## src/rtl/sounder_frame_sequencer_if.sv

```systemverilog
// AXI-Stream style sample bus used on both sides of the frame sequencer.
// The master drives data/valid/last and the slave drives ready.
interface sounder_frame_sequencer_if #(
    parameter int DATA_W = 16
) ();
    logic [DATA_W-1:0] tdata;
    logic              tvalid;
    logic              tready;
    logic              tlast;

    modport master (output tdata, output tvalid, output tlast, input  tready);
    modport slave  (input  tdata, input  tvalid, input  tlast, output tready);
endinterface

```

## src/rtl/sounder_frame_sequencer.sv

```systemverilog
// Frames the ADC sample stream for the correlator: D passed-through samples, then P zeros,
// with tlast on the final beat. Runs N frames (or until abort when N is 0) per start pulse.
module sounder_frame_sequencer #(
    parameter int DATA_W = 16,
    parameter int LEN_W  = 8,
    parameter int CNT_W  = 16
) (
    input  logic                      aclk,
    input  logic                      aresetn,
    input  logic                      start_i,
    input  logic                      abort_i,
    input  logic [LEN_W-1:0]          cfg_data_len_i,
    input  logic [LEN_W-1:0]          cfg_pad_len_i,
    input  logic [CNT_W-1:0]          cfg_num_frames_i,
    sounder_frame_sequencer_if.slave  s_axis,
    sounder_frame_sequencer_if.master m_axis,
    output logic                      busy_o,
    output logic                      done_o,
    output logic                      cfg_err_o,
    output logic [CNT_W-1:0]          frame_cnt_o
);

    typedef enum logic [2:0] {
        ST_IDLE  = 3'd0,
        ST_DATA  = 3'd1,
        ST_PAD   = 3'd2,
        ST_DRAIN = 3'd3,
        ST_DONE  = 3'd4
    } state_t;

    state_t            state_q, state_d;
    logic [LEN_W:0]    pos_q, pos_d;
    logic [LEN_W-1:0]  d_len_q, d_len_d;
    logic [LEN_W-1:0]  p_len_q, p_len_d;
    logic [CNT_W-1:0]  n_q, n_d;
    logic [CNT_W-1:0]  loaded_q, loaded_d;
    logic [CNT_W-1:0]  frame_cnt_q, frame_cnt_d;
    logic              abort_pend_q, abort_pend_d;
    logic [DATA_W-1:0] tdata_q, tdata_d;
    logic              tvalid_q, tvalid_d;
    logic              tlast_q, tlast_d;
    logic              busy_q, busy_d;
    logic              done_q, done_d;
    logic              cfg_err_q, cfg_err_d;

    logic              load_en_s;
    logic              s_ready_s;
    logic              s_hs_s;
    logic              m_hs_s;
    logic              data_last_s;
    logic              frame_last_s;
    logic [CNT_W-1:0]  loaded_inc_s;
    logic              stop_s;

    assign load_en_s    = !tvalid_q || m_axis.tready;
    assign s_ready_s    = (state_q == ST_DATA) && load_en_s && !abort_pend_q;
    assign s_hs_s       = s_ready_s && s_axis.tvalid;
    assign m_hs_s       = tvalid_q && m_axis.tready;
    assign data_last_s  = (pos_q == ({1'b0, d_len_q} - (LEN_W+1)'(1)));
    assign frame_last_s = (pos_q == ({1'b0, d_len_q} + {1'b0, p_len_q} - (LEN_W+1)'(1)));
    assign loaded_inc_s = loaded_q + CNT_W'(1);
    // A frame boundary ends the run on abort or once the programmed frame count is loaded.
    assign stop_s       = abort_i || abort_pend_q ||
                          ((n_q != CNT_W'(0)) && (loaded_inc_s == n_q));

    assign s_axis.tready = s_ready_s;
    assign m_axis.tdata  = tdata_q;
    assign m_axis.tvalid = tvalid_q;
    assign m_axis.tlast  = tlast_q;
    assign busy_o        = busy_q;
    assign done_o        = done_q;
    assign cfg_err_o     = cfg_err_q;
    assign frame_cnt_o   = frame_cnt_q;

    // State and datapath registers.
    always_ff @(posedge aclk or negedge aresetn) begin
        if (!aresetn) begin
            state_q      <= ST_IDLE;
            pos_q        <= '0;
            d_len_q      <= '0;
            p_len_q      <= '0;
            n_q          <= '0;
            loaded_q     <= '0;
            frame_cnt_q  <= '0;
            abort_pend_q <= 1'b0;
            tdata_q      <= '0;
            tvalid_q     <= 1'b0;
            tlast_q      <= 1'b0;
            busy_q       <= 1'b0;
            done_q       <= 1'b0;
            cfg_err_q    <= 1'b0;
        end else begin
            state_q      <= state_d;
            pos_q        <= pos_d;
            d_len_q      <= d_len_d;
            p_len_q      <= p_len_d;
            n_q          <= n_d;
            loaded_q     <= loaded_d;
            frame_cnt_q  <= frame_cnt_d;
            abort_pend_q <= abort_pend_d;
            tdata_q      <= tdata_d;
            tvalid_q     <= tvalid_d;
            tlast_q      <= tlast_d;
            busy_q       <= busy_d;
            done_q       <= done_d;
            cfg_err_q    <= cfg_err_d;
        end
    end

    // Next-state, output-register load and counter logic.
    always_comb begin
        state_d      = state_q;
        pos_d        = pos_q;
        d_len_d      = d_len_q;
        p_len_d      = p_len_q;
        n_d          = n_q;
        loaded_d     = loaded_q;
        frame_cnt_d  = frame_cnt_q;
        abort_pend_d = abort_pend_q;
        tdata_d      = tdata_q;
        tvalid_d     = tvalid_q;
        tlast_d      = tlast_q;
        busy_d       = busy_q;
        done_d       = 1'b0;
        cfg_err_d    = 1'b0;

        if (m_hs_s) begin
            tvalid_d = 1'b0;
            tlast_d  = 1'b0;
        end else begin
            tvalid_d = tvalid_q;
            tlast_d  = tlast_q;
        end

        if (m_hs_s && tlast_q && (frame_cnt_q != {CNT_W{1'b1}})) begin
            frame_cnt_d = frame_cnt_q + CNT_W'(1);
        end else begin
            frame_cnt_d = frame_cnt_q;
        end

        case (state_q)
            ST_IDLE: begin
                if (start_i && (cfg_data_len_i == LEN_W'(0))) begin
                    cfg_err_d = 1'b1;
                end else if (start_i && !abort_i) begin
                    d_len_d      = cfg_data_len_i;
                    p_len_d      = cfg_pad_len_i;
                    n_d          = cfg_num_frames_i;
                    loaded_d     = '0;
                    frame_cnt_d  = '0;
                    pos_d        = '0;
                    abort_pend_d = 1'b0;
                    busy_d       = 1'b1;
                    state_d      = ST_DATA;
                end else begin
                    state_d = ST_IDLE;
                end
            end
            ST_DATA: begin
                abort_pend_d = abort_pend_q | abort_i;
                if (s_hs_s) begin
                    tdata_d  = s_axis.tdata;
                    tvalid_d = 1'b1;
                    tlast_d  = 1'b0;
                    if (data_last_s && (p_len_q == LEN_W'(0))) begin
                        tlast_d  = 1'b1;
                        pos_d    = '0;
                        loaded_d = loaded_inc_s;
                        state_d  = stop_s ? ST_DRAIN : ST_DATA;
                    end else if (data_last_s || abort_i) begin
                        pos_d   = pos_q + (LEN_W+1)'(1);
                        state_d = ST_PAD;
                    end else begin
                        pos_d   = pos_q + (LEN_W+1)'(1);
                        state_d = ST_DATA;
                    end
                end else if (abort_i) begin
                    // Unfilled data positions of this frame become zeros.
                    state_d = ST_PAD;
                end else begin
                    state_d = ST_DATA;
                end
            end
            ST_PAD: begin
                abort_pend_d = abort_pend_q | abort_i;
                if (load_en_s) begin
                    tdata_d  = '0;
                    tvalid_d = 1'b1;
                    if (frame_last_s) begin
                        tlast_d  = 1'b1;
                        pos_d    = '0;
                        loaded_d = loaded_inc_s;
                        state_d  = stop_s ? ST_DRAIN : ST_DATA;
                    end else begin
                        tlast_d = 1'b0;
                        pos_d   = pos_q + (LEN_W+1)'(1);
                        state_d = ST_PAD;
                    end
                end else begin
                    state_d = ST_PAD;
                end
            end
            ST_DRAIN: begin
                if (load_en_s) begin
                    done_d  = 1'b1;
                    busy_d  = 1'b0;
                    state_d = ST_DONE;
                end else begin
                    state_d = ST_DRAIN;
                end
            end
            ST_DONE: begin
                abort_pend_d = 1'b0;
                state_d      = ST_IDLE;
            end
            default: begin
                state_d = ST_IDLE;
            end
        endcase
    end

endmodule

```

## src/flat_wrapper.sv

```systemverilog
// flat-port wrapper written by rule: the top's interface ports become plain ports
module sounder_frame_sequencer_flat 
#(
    parameter int DATA_W = 16,
    parameter int LEN_W  = 8,
    parameter int CNT_W  = 16
)
  (aclk, aresetn, start_i, abort_i, cfg_data_len_i, cfg_pad_len_i, cfg_num_frames_i, busy_o, done_o, cfg_err_o, frame_cnt_o, s_axis_tdata, s_axis_tvalid, s_axis_tlast, s_axis_tready, m_axis_tdata, m_axis_tvalid, m_axis_tlast, m_axis_tready);
  sounder_frame_sequencer_if #(.DATA_W(DATA_W)) s_axis_i ();
  sounder_frame_sequencer_if #(.DATA_W(DATA_W)) m_axis_i ();
  input  logic aclk;
  input  logic aresetn;
  input  logic start_i;
  input  logic abort_i;
  input  logic [LEN_W-1:0] cfg_data_len_i;
  input  logic [LEN_W-1:0] cfg_pad_len_i;
  input  logic [CNT_W-1:0] cfg_num_frames_i;
  output logic busy_o;
  output logic done_o;
  output logic cfg_err_o;
  output logic [CNT_W-1:0] frame_cnt_o;
  input wire logic [$bits(s_axis_i.tdata)-1:0] s_axis_tdata;
  input wire logic [$bits(s_axis_i.tvalid)-1:0] s_axis_tvalid;
  input wire logic [$bits(s_axis_i.tlast)-1:0] s_axis_tlast;
  output wire logic [$bits(s_axis_i.tready)-1:0] s_axis_tready;
  output wire logic [$bits(m_axis_i.tdata)-1:0] m_axis_tdata;
  output wire logic [$bits(m_axis_i.tvalid)-1:0] m_axis_tvalid;
  output wire logic [$bits(m_axis_i.tlast)-1:0] m_axis_tlast;
  input wire logic [$bits(m_axis_i.tready)-1:0] m_axis_tready;
  assign s_axis_i.tdata = s_axis_tdata;
  assign s_axis_i.tvalid = s_axis_tvalid;
  assign s_axis_i.tlast = s_axis_tlast;
  assign s_axis_tready = s_axis_i.tready;
  assign m_axis_tdata = m_axis_i.tdata;
  assign m_axis_tvalid = m_axis_i.tvalid;
  assign m_axis_tlast = m_axis_i.tlast;
  assign m_axis_i.tready = m_axis_tready;
  sounder_frame_sequencer #(.DATA_W(DATA_W), .LEN_W(LEN_W), .CNT_W(CNT_W)) u_core (.aclk(aclk), .aresetn(aresetn), .start_i(start_i), .abort_i(abort_i), .cfg_data_len_i(cfg_data_len_i), .cfg_pad_len_i(cfg_pad_len_i), .cfg_num_frames_i(cfg_num_frames_i), .s_axis(s_axis_i), .m_axis(m_axis_i), .busy_o(busy_o), .done_o(done_o), .cfg_err_o(cfg_err_o), .frame_cnt_o(frame_cnt_o));
endmodule
```

## config.mk

```make
export PLATFORM = sky130hd
export DESIGN_NAME = sounder_frame_sequencer_flat
export DESIGN_NICKNAME = d
export VERILOG_FILES = /design/src/rtl/sounder_frame_sequencer_if.sv /design/src/rtl/sounder_frame_sequencer.sv /design/src/flat_wrapper.sv
export SDC_FILE = /design/constraint.sdc
export NUM_CORES = 1
export LEC_CHECK = 0
export BUFFER_PORTS_ARGS = -buffer_cell sky130_fd_sc_hd__buf_2
export CAP_MARGIN = 20
export CORE_MARGIN = 5
export CORE_UTILIZATION = 45
export DETAILED_ROUTE_END_ITERATION = 10
export PLACE_DENSITY = 0.66
export SETUP_SLACK_MARGIN = 0.15
export SLEW_MARGIN = 20
export SYNTH_ARGS = -nofsm -noshare
export SYNTH_HDL_FRONTEND = slang
export SYNTH_SLANG_ARGS = --single-unit
export TNS_END_PERCENT = 10
```

## constraint.sdc

```tcl
create_clock -name aclk -period 8.8 [get_ports aclk]
set_input_delay 0.88 -clock aclk [delete_from_list [all_inputs] [get_ports aclk]]
set_output_delay 0.88 -clock aclk [all_outputs]
set_load 0.02 [all_outputs]
```

==> results of run 1 <==
[routing by layer]
layer  vias up  track usage (%)  wire, um  share of wire, %
li1       2343                -         -                 -
met3        16             4.33       640               4.6
met1      2326             24.2      6120                44
met4         0             5.74       223               1.6
met5         -                0         0                 0
met2       107             32.8      6930                50
[per-stage QoR]
stage          hold slack, ns  utilization [%]  setup WS, ns  total power [mW]
6_report                0.457             52.7          4.82              1.65
5_1_grt                 0.492             52.7          4.55              1.78
4_1_cts                 0.467             52.7          4.82              1.67
3_5_place_dp            0.476             50.0          4.85              1.21
3_3_place_gp            0.478             50.0          4.99              1.19
2_1_floorplan           0.480                -          5.69              1.07
[path summary, 6_finish.rpt]
kind / slack (ns) / end / depth (start not counted)
max in group asynchronous: 7.16 / u_core.m_axis.tdata[1] / 2
min reg2reg: 0.50 / u_core.m_axis.tdata[10] / 1
min: 0.46 / u_core.n_q[0] / 1
max: 4.82 / u_core.loaded_q[2] / 12
max reg2reg: 4.82 / u_core.loaded_q[2] / 12
min in group aclk: 0.50 / u_core.m_axis.tdata[10] / 1
[worst max-delay path: stages, from the launching register on]
cell,delay [ns]
dfrtp_1,0.49
inv_1,0.14
ha_1,0.38
inv_1,0.07
ha_1,0.28
a211oi_1,0.35
nor2_1,0.12
xnor2_1,0.14
nor4_1,0.36
nor4b_1,0.39
o22a_2,0.52
nand2_4,0.22
a221o_1,0.39
[cells in the final DEF (no fill, tap or decap), types with 6 or more instances in the layout]
master,n
inv_1,35
a31oi_1,6
xnor2_1,38
nand2_1,92
nor3_1,18
a21oi_1,15
o21ai_0,24
a22o_1,24
nand3_1,24
nor4_1,13
xor2_1,25
a221o_1,10
and3_1,19
dfrtp_1,98
ha_1,19
clkbuf_16,9
nand4_1,10
nand2b_1,6
buf_2,90
nor4b_1,6
nor2_1,37
[cells by family after synthesis]
kind of cell / Yosys count
buffers and inverters: 65
DFF: 98
adders and majority gates: 20
muxes: 5
xor gates and xnor gates: 63
AOI/OAI and AO/OA: 114
and+or+nand+nor: 256
[state kept, by name (all words and copies together) (netlist names), 3 cells and up]
signal               flops
u_core.state_q           3
u_core.frame_cnt_o      16
u_core.p_len_q           8
u_core.loaded_q         16
u_core.d_len_q           8
u_core.m_axis.tdata     16
u_core.pos_q             9
u_core.n_q              16
[power by group through the flow]
stage / combinational, mW / sequential, mW / clock (mW)
floorplan: 0.493 / 0.581 / 0
global placement: 0.576 / 0.611 / 0
detailed placement: 0.596 / 0.615 / 0
CTS: 0.610 / 0.608 / 0.449
global route: 0.689 / 0.622 / 0.468
finish: 0.607 / 0.608 / 0.439
[area by class of cell]
class / count / share of cell area [%]
multi-input cells: 458 / 45.4
flip-flops and latches: 98 / 37.0
repair buffers: 94 / 7.26
clock buffers: 10 / 3.61
well taps: 172 / 3.25
inverters: 35 / 1.98
clock inverters: 6 / 1.44
==> run metrics, run 1 <==
buffer levels on the longest clock path 2; FF/Latch Area 2450 um^2; area share of the largest cell type after synthesis 42.8%; clock transition at the registers of the reported paths 0.07 ns; part of the power in registers 36.8%; global-route wire length before repair 23.0 mm; die area 15100 um^2; final critical delay including setup and external delays 3.98 ns; relative slew slack 32.8%; Chip Width 123 um; post-synth design cell area 5730 um^2; power density cells 250 nW/um^2; final antenna diode count 0; via total after detailed routing 4792; crit start category flop; share of total power consumed by net switching 36.4%; CTS hold repair buffers 0; post-synthesis cell type with the largest combined area dfrtp_1; post-synthesis share of cell area spent on and, or, nand and nor gates 22.7%; Total Negative Setup Slacks 0 ns; number of max-cap violations 0; placed instance count 857; async set-reset flop share out of synthesis 100%; Tightest Hold Check Type in2async; status complete, no violations; total setup violations reported at the end of the flow 0; Clock Tree Root clkbuf_16; static power due to leakage 3.22 nW; average wire length per cell after detail routing 15.9 um; fraction of final layout cells sized beyond drive strength 1 17.8%; sum of net half-perimeters after detailed placement 9.99 mm; number of buffers added by the clock tree synthesis step 9; number of antenna violations at the first check in global routing 0; DR DRC count 0; Tot GR Track Use 19.2%; most numerous cell in the Yosys netlist dfrtp_1; final RePlAce weighted congestion 0.923; maximum achievable frequency 251 MHz; post-route design area 6620 um^2; Filler Cell Count 1167; number of register bits inferred by synthesis 98; Die Y-Extent 123 um; unrepaired setup endpoints after global routing false; Clk Latency, worst-skew pair 0.36 ns; violation count after the first detailed-routing iteration 344; ys flop type dfrtp_1; Int Pwr 1.05 mW; post-synthesis adder-cell area fraction 4.49%; remaining number of nets flagged by the antenna check after routing 0; Seq/Total Area, Yosys 42.8%; Area after DPL 6290 um^2; total count of hold-check failures in the final report 0; dominant combinational cell family by area after synthesis simple AND/OR/NAND/NOR gates; routed wire length 13.9 mm; switching power 0.602 mW; area taken by multi-input logic gates 3010 um^2; I/O pin total 93; Worst Setup Path Type reg2reg; post-synthesis mux area share 1.00%; Max Fanout on Critical Path 21; vias in the first global route 4782; clock network fraction of total power 26.5%; growth of design area from synthesis to finish 15.4%; post-CTS resize count 0; library cells used by synthesis 61; Vias/cell 5.49; GRT Residual Overflow 0; peak ir drop on the vdd network 0.212 mV; Port Buffers 91; synthesized-area fraction occupied by xor and xnor cells 9.62%; TritonCTS clock tree built; count of final max-slew check failures 0; commonest cells in the synthesized netlist dfrtp_1, nand2_1, xnor2_1; cell types with the largest area share after synthesis dfrtp_1, nand2_1, xnor2_1; type of destination of the critical path flop; synthesized instance count 621; YS warnings 0; count of flip-flops with a built-in enable after synthesis 0; Final nets 771; number of placement rows 41; fraction of the mapped netlist area in compound gates 14.6%; CP Data Arrival Time 4.22 ns; Clock Skew 0.00821 ns; actual slew at the worst max-slew pin 1.01 ns; critical path data required time 9.04 ns; Post-Layout Cell Count 873; largest net degree at the start of global routing 67; clk sinks 98; CTS HTree Levels 3; area of the placeable core 12600 um^2; launch point of the worst reg-to-reg path u_core.d_len_q[2]; average instance area after synthesis 9.23 um^2; number of iterations in the first detailed-routing pass 5; portion of the clock cycle consumed by the worst path in the final layout 45.2%; Post-Syn Nets 696; post-CTS setup buffer count 0; Initial Util 45.6%; combinational share of power 36.7%; startpoint of the worst setup timing path u_core.d_len_q[2]
(Power assumes the default switching activity.)
==> run 2: changes to the inputs <==
--- a/config.mk
+++ b/config.mk
@@ -5,12 +5,13 @@
 export SDC_FILE = /design/constraint.sdc
 export NUM_CORES = 1
 export LEC_CHECK = 0
+export ABC_AREA = 1
 export BUFFER_PORTS_ARGS = -buffer_cell sky130_fd_sc_hd__buf_2
 export CAP_MARGIN = 20
 export CORE_MARGIN = 5
 export CORE_UTILIZATION = 45
 export DETAILED_ROUTE_END_ITERATION = 10
-export PLACE_DENSITY = 0.66
+export PLACE_DENSITY = 0.68
 export SETUP_SLACK_MARGIN = 0.15
 export SLEW_MARGIN = 20
 export SYNTH_ARGS = -nofsm -noshare
==> constraint.sdc (replaced) <==
create_clock -name aclk -period 3.4 [get_ports aclk]
set_input_delay 0.34 -clock aclk [delete_from_list [all_inputs] [get_ports aclk]]
set_output_delay 0.34 -clock aclk [all_outputs]
set_load 0.02 [all_outputs]
==> run metrics, run 2 <==
Finished Core Util 53.3%; Initial Util 45.7%; highest-count cells in the layout ignoring fill and taps nand2_1, inv_1, dfrtp_1, buf_2, nand3_1; most numerous cell in the Yosys netlist nand2_1; library cells used by synthesis 40; Tot GR Track Use 19.2%; number of buffers and inverters on the critical path 5; Die Y-Extent 126 um; type of destination of the critical path flop; part of the power in registers 29.2%; average instance area after synthesis 7.14 um^2; total setup violations reported at the end of the flow 0; Vias/cell 4.95; power density cells 848 nW/um^2; clock network fraction of total power 19.9%; post-synthesis mux area share 0%; TritonCTS clock tree built; synthesized instance count 844; actual slew at the worst max-slew pin 0.742 ns; status complete, no violations; number of register bits inferred by synthesis 98; peak ir drop on the vdd network 0.443 mV; global-route wire length before repair 25.2 mm; fraction of final layout cells sized beyond drive strength 1 15.0%; Seq/Total Area, Yosys 40.7%; Max Fanout on Critical Path 16; post-synthesis cell type with the largest combined area dfrtp_1; CP Data Arrival Time 3.11 ns; number of antenna violations at the first check in global routing 0; post-synthesis share of cell area spent on and, or, nand and nor gates 32.8%; CTS hold repair buffers 0; buffer levels on the longest clock path 2; synthesized-area fraction occupied by xor and xnor cells 3.76%; Tightest Hold Check Type in2async; final worst-path setup slack 0.523 ns; portion of the clock cycle consumed by the worst path in the final layout 84.6%; Post-Syn Nets 919; number of iterations in the first detailed-routing pass 5; dominant combinational cell family by area after synthesis simple AND/OR/NAND/NOR gates; die area 15800 um^2; final antenna diode count 0; routed wire length 14.7 mm; setup slack at placement 0.398 ns; post-CTS setup buffer count 0; Largest stage delay, worst path 0.38 ns; growth of design area from synthesis to finish 16.6%; CTS HTree Levels 3; Clock Tree Root clkbuf_16; critical path data required time 3.63 ns; largest net degree at the start of global routing 57; cell types with the largest area share after synthesis dfrtp_1, nand2_1, inv_1; Total Negative Setup Slacks 0 ns; Clk Latency, worst-skew pair 0.35 ns; CP most frequent cell nand2_1; count of flip-flops with a built-in enable after synthesis 0; crit start category flop; post-CTS resize count 0; violation count after the first detailed-routing iteration 297; overall power 5.96 mW; number of placement rows 42; area share of the largest cell type after synthesis 40.7%; Int Pwr 3.30 mW; Chip Width 126 um; final RePlAce weighted congestion 0.846; Top delay family on crit path simple AND/OR/NAND/NOR gates; Final nets 1012; I/O pin total 93; share of total power consumed by net switching 44.7%; final critical delay including setup and external delays 2.88 ns; clock transition at the registers of the reported paths 0.07 ns; leading cell type in the layout, fill and taps excluded nand2_1; unrepaired setup endpoints after global routing true; slowest CP cell dfrtp_1; post-synth design cell area 6030 um^2; list of cells traversed by the critical path inv_1 -> ha_1 -> inv_1 -> ha_1 -> inv_1 -> fa_1 -> inv_1 -> nand3_1 -> nand2_1 -> nand2_1 -> nand2_1 -> nand2_1 -> nand2_1 -> nand2_1 -> nor2_1 -> nand3_1 -> nand2_1 -> nand2_4 -> inv_4 -> nand2_4 -> nand2_1 -> o21ai_2; count of final max-slew check failures 0; clk sinks 98; vias in the first global route 5299; register-to-register setup slack 0.52 ns; via total after detailed routing 5538; static power due to leakage 3.67 nW; Worst Setup Path Type reg2reg; sum of net half-perimeters after detailed placement 11.2 mm; async set-reset flop share out of synthesis 100%; number of buffers added by the clock tree synthesis step 9; fraction of the mapped netlist area in compound gates 8.82%; total count of hold-check failures in the final report 0; number of max-cap violations 0; remaining number of nets flagged by the antenna check after routing 0; maximum achievable frequency 348 MHz; average wire length per cell after detail routing 13.2 um; Port Buffers 91; combinational share of power 50.9%; YS warnings 0; ys flop type dfrtp_1; commonest cells in the synthesized netlist nand2_1, inv_1, dfrtp_1; relative slew slack 50.5%; post-synthesis adder-cell area fraction 4.28%; switching power 2.66 mW; area of the placeable core 13200 um^2; Clock Skew 0.00662 ns; GRT Residual Overflow 0; DR DRC count 0
## run 2: stage by stage
| stage | area, um^2 | instances | hold slack, ns |
|---|---|---|---|
| 5_1_grt | 7030 | 1118 | 0.114 |
| 4_1_cts | 7020 | 1118 | 0.0812 |
| 6_report | 7030 | 1118 | 0.0486 |
| 3_5_place_dp | 6680 | 1102 | 0.456 |
| 2_1_floorplan | 6030 | 844 | 0.0444 |
| 3_3_place_gp | 6680 | 1102 | 0.458 |
## run 2: routing by layer
metal | global-route usage, % | wire length [um]
met1 | 25.0 | 6720
met2 | 33.1 | 7440
met3 | 3.56 | 419
met4 | 5.04 | 174
met5 | 0 | 0
## run 2: worst register-to-register path: stages, from the launching register on
cell and delay [ns]:
dfrtp_1 0.38, inv_1 0.07, ha_1 0.27, inv_1 0.06, ha_1 0.19, inv_1 0.06
fa_1 0.38, inv_1 0.09, nand3_1 0.09, nand2_1 0.10, nand2_1 0.07, nand2_1 0.06
nand2_1 0.04, nand2_1 0.05, nand2_1 0.05, nor2_1 0.08, nand3_1 0.12, nand2_1 0.13
nand2_4 0.08, inv_4 0.09, nand2_4 0.13, nand2_1 0.12, o21ai_2 0.06
## run 2: worst paths after layout
path	startpoint	depth (start not counted)	to
min	aresetn	1	u_core.n_q[8]
min in group aclk	s_axis_tdata[0]	3	u_core.m_axis.tdata[0]
max in group asynchronous	aresetn	2	u_core.frame_cnt_o[4]
max	u_core.d_len_q[1]	22	u_core.loaded_q[11]
max reg2reg	u_core.d_len_q[1]	22	u_core.loaded_q[11]
min reg2reg	u_core.m_axis.tdata[7]	2	u_core.m_axis.tdata[7]
## run 2: layout make-up
cell class	count	area (um^2)
Clock buffer	9	225
Clock inverter	7	116
Fill cell	1319	6160
Inverter	134	505
Multi-Input combinational cell	598	3000
Sequential cell	98	2450
Tap cell	176	220
Timing Repair Buffer	96	508
## run 2: cells by family after synthesis
logic type	count (synthesis)
DFF	98
buffers and inverters	148
and+or+nand+nor	461
AOI/OAI and AO/OA	92
xor gates and xnor gates	25
adders and majority gates	20
## run 2: power groups by stage
stage / clock [mW] / combinational (mW) / sequential [mW]
3_3_place_gp: 0 / 2.99 / 1.75
2_1_floorplan: 0 / 2.23 / 1.85
4_1_cts: 1.21 / 3.04 / 1.74
5_1_grt: 1.25 / 3.50 / 1.79
6_report: 1.18 / 3.03 / 1.74
3_5_place_dp: 0 / 3.03 / 1.76
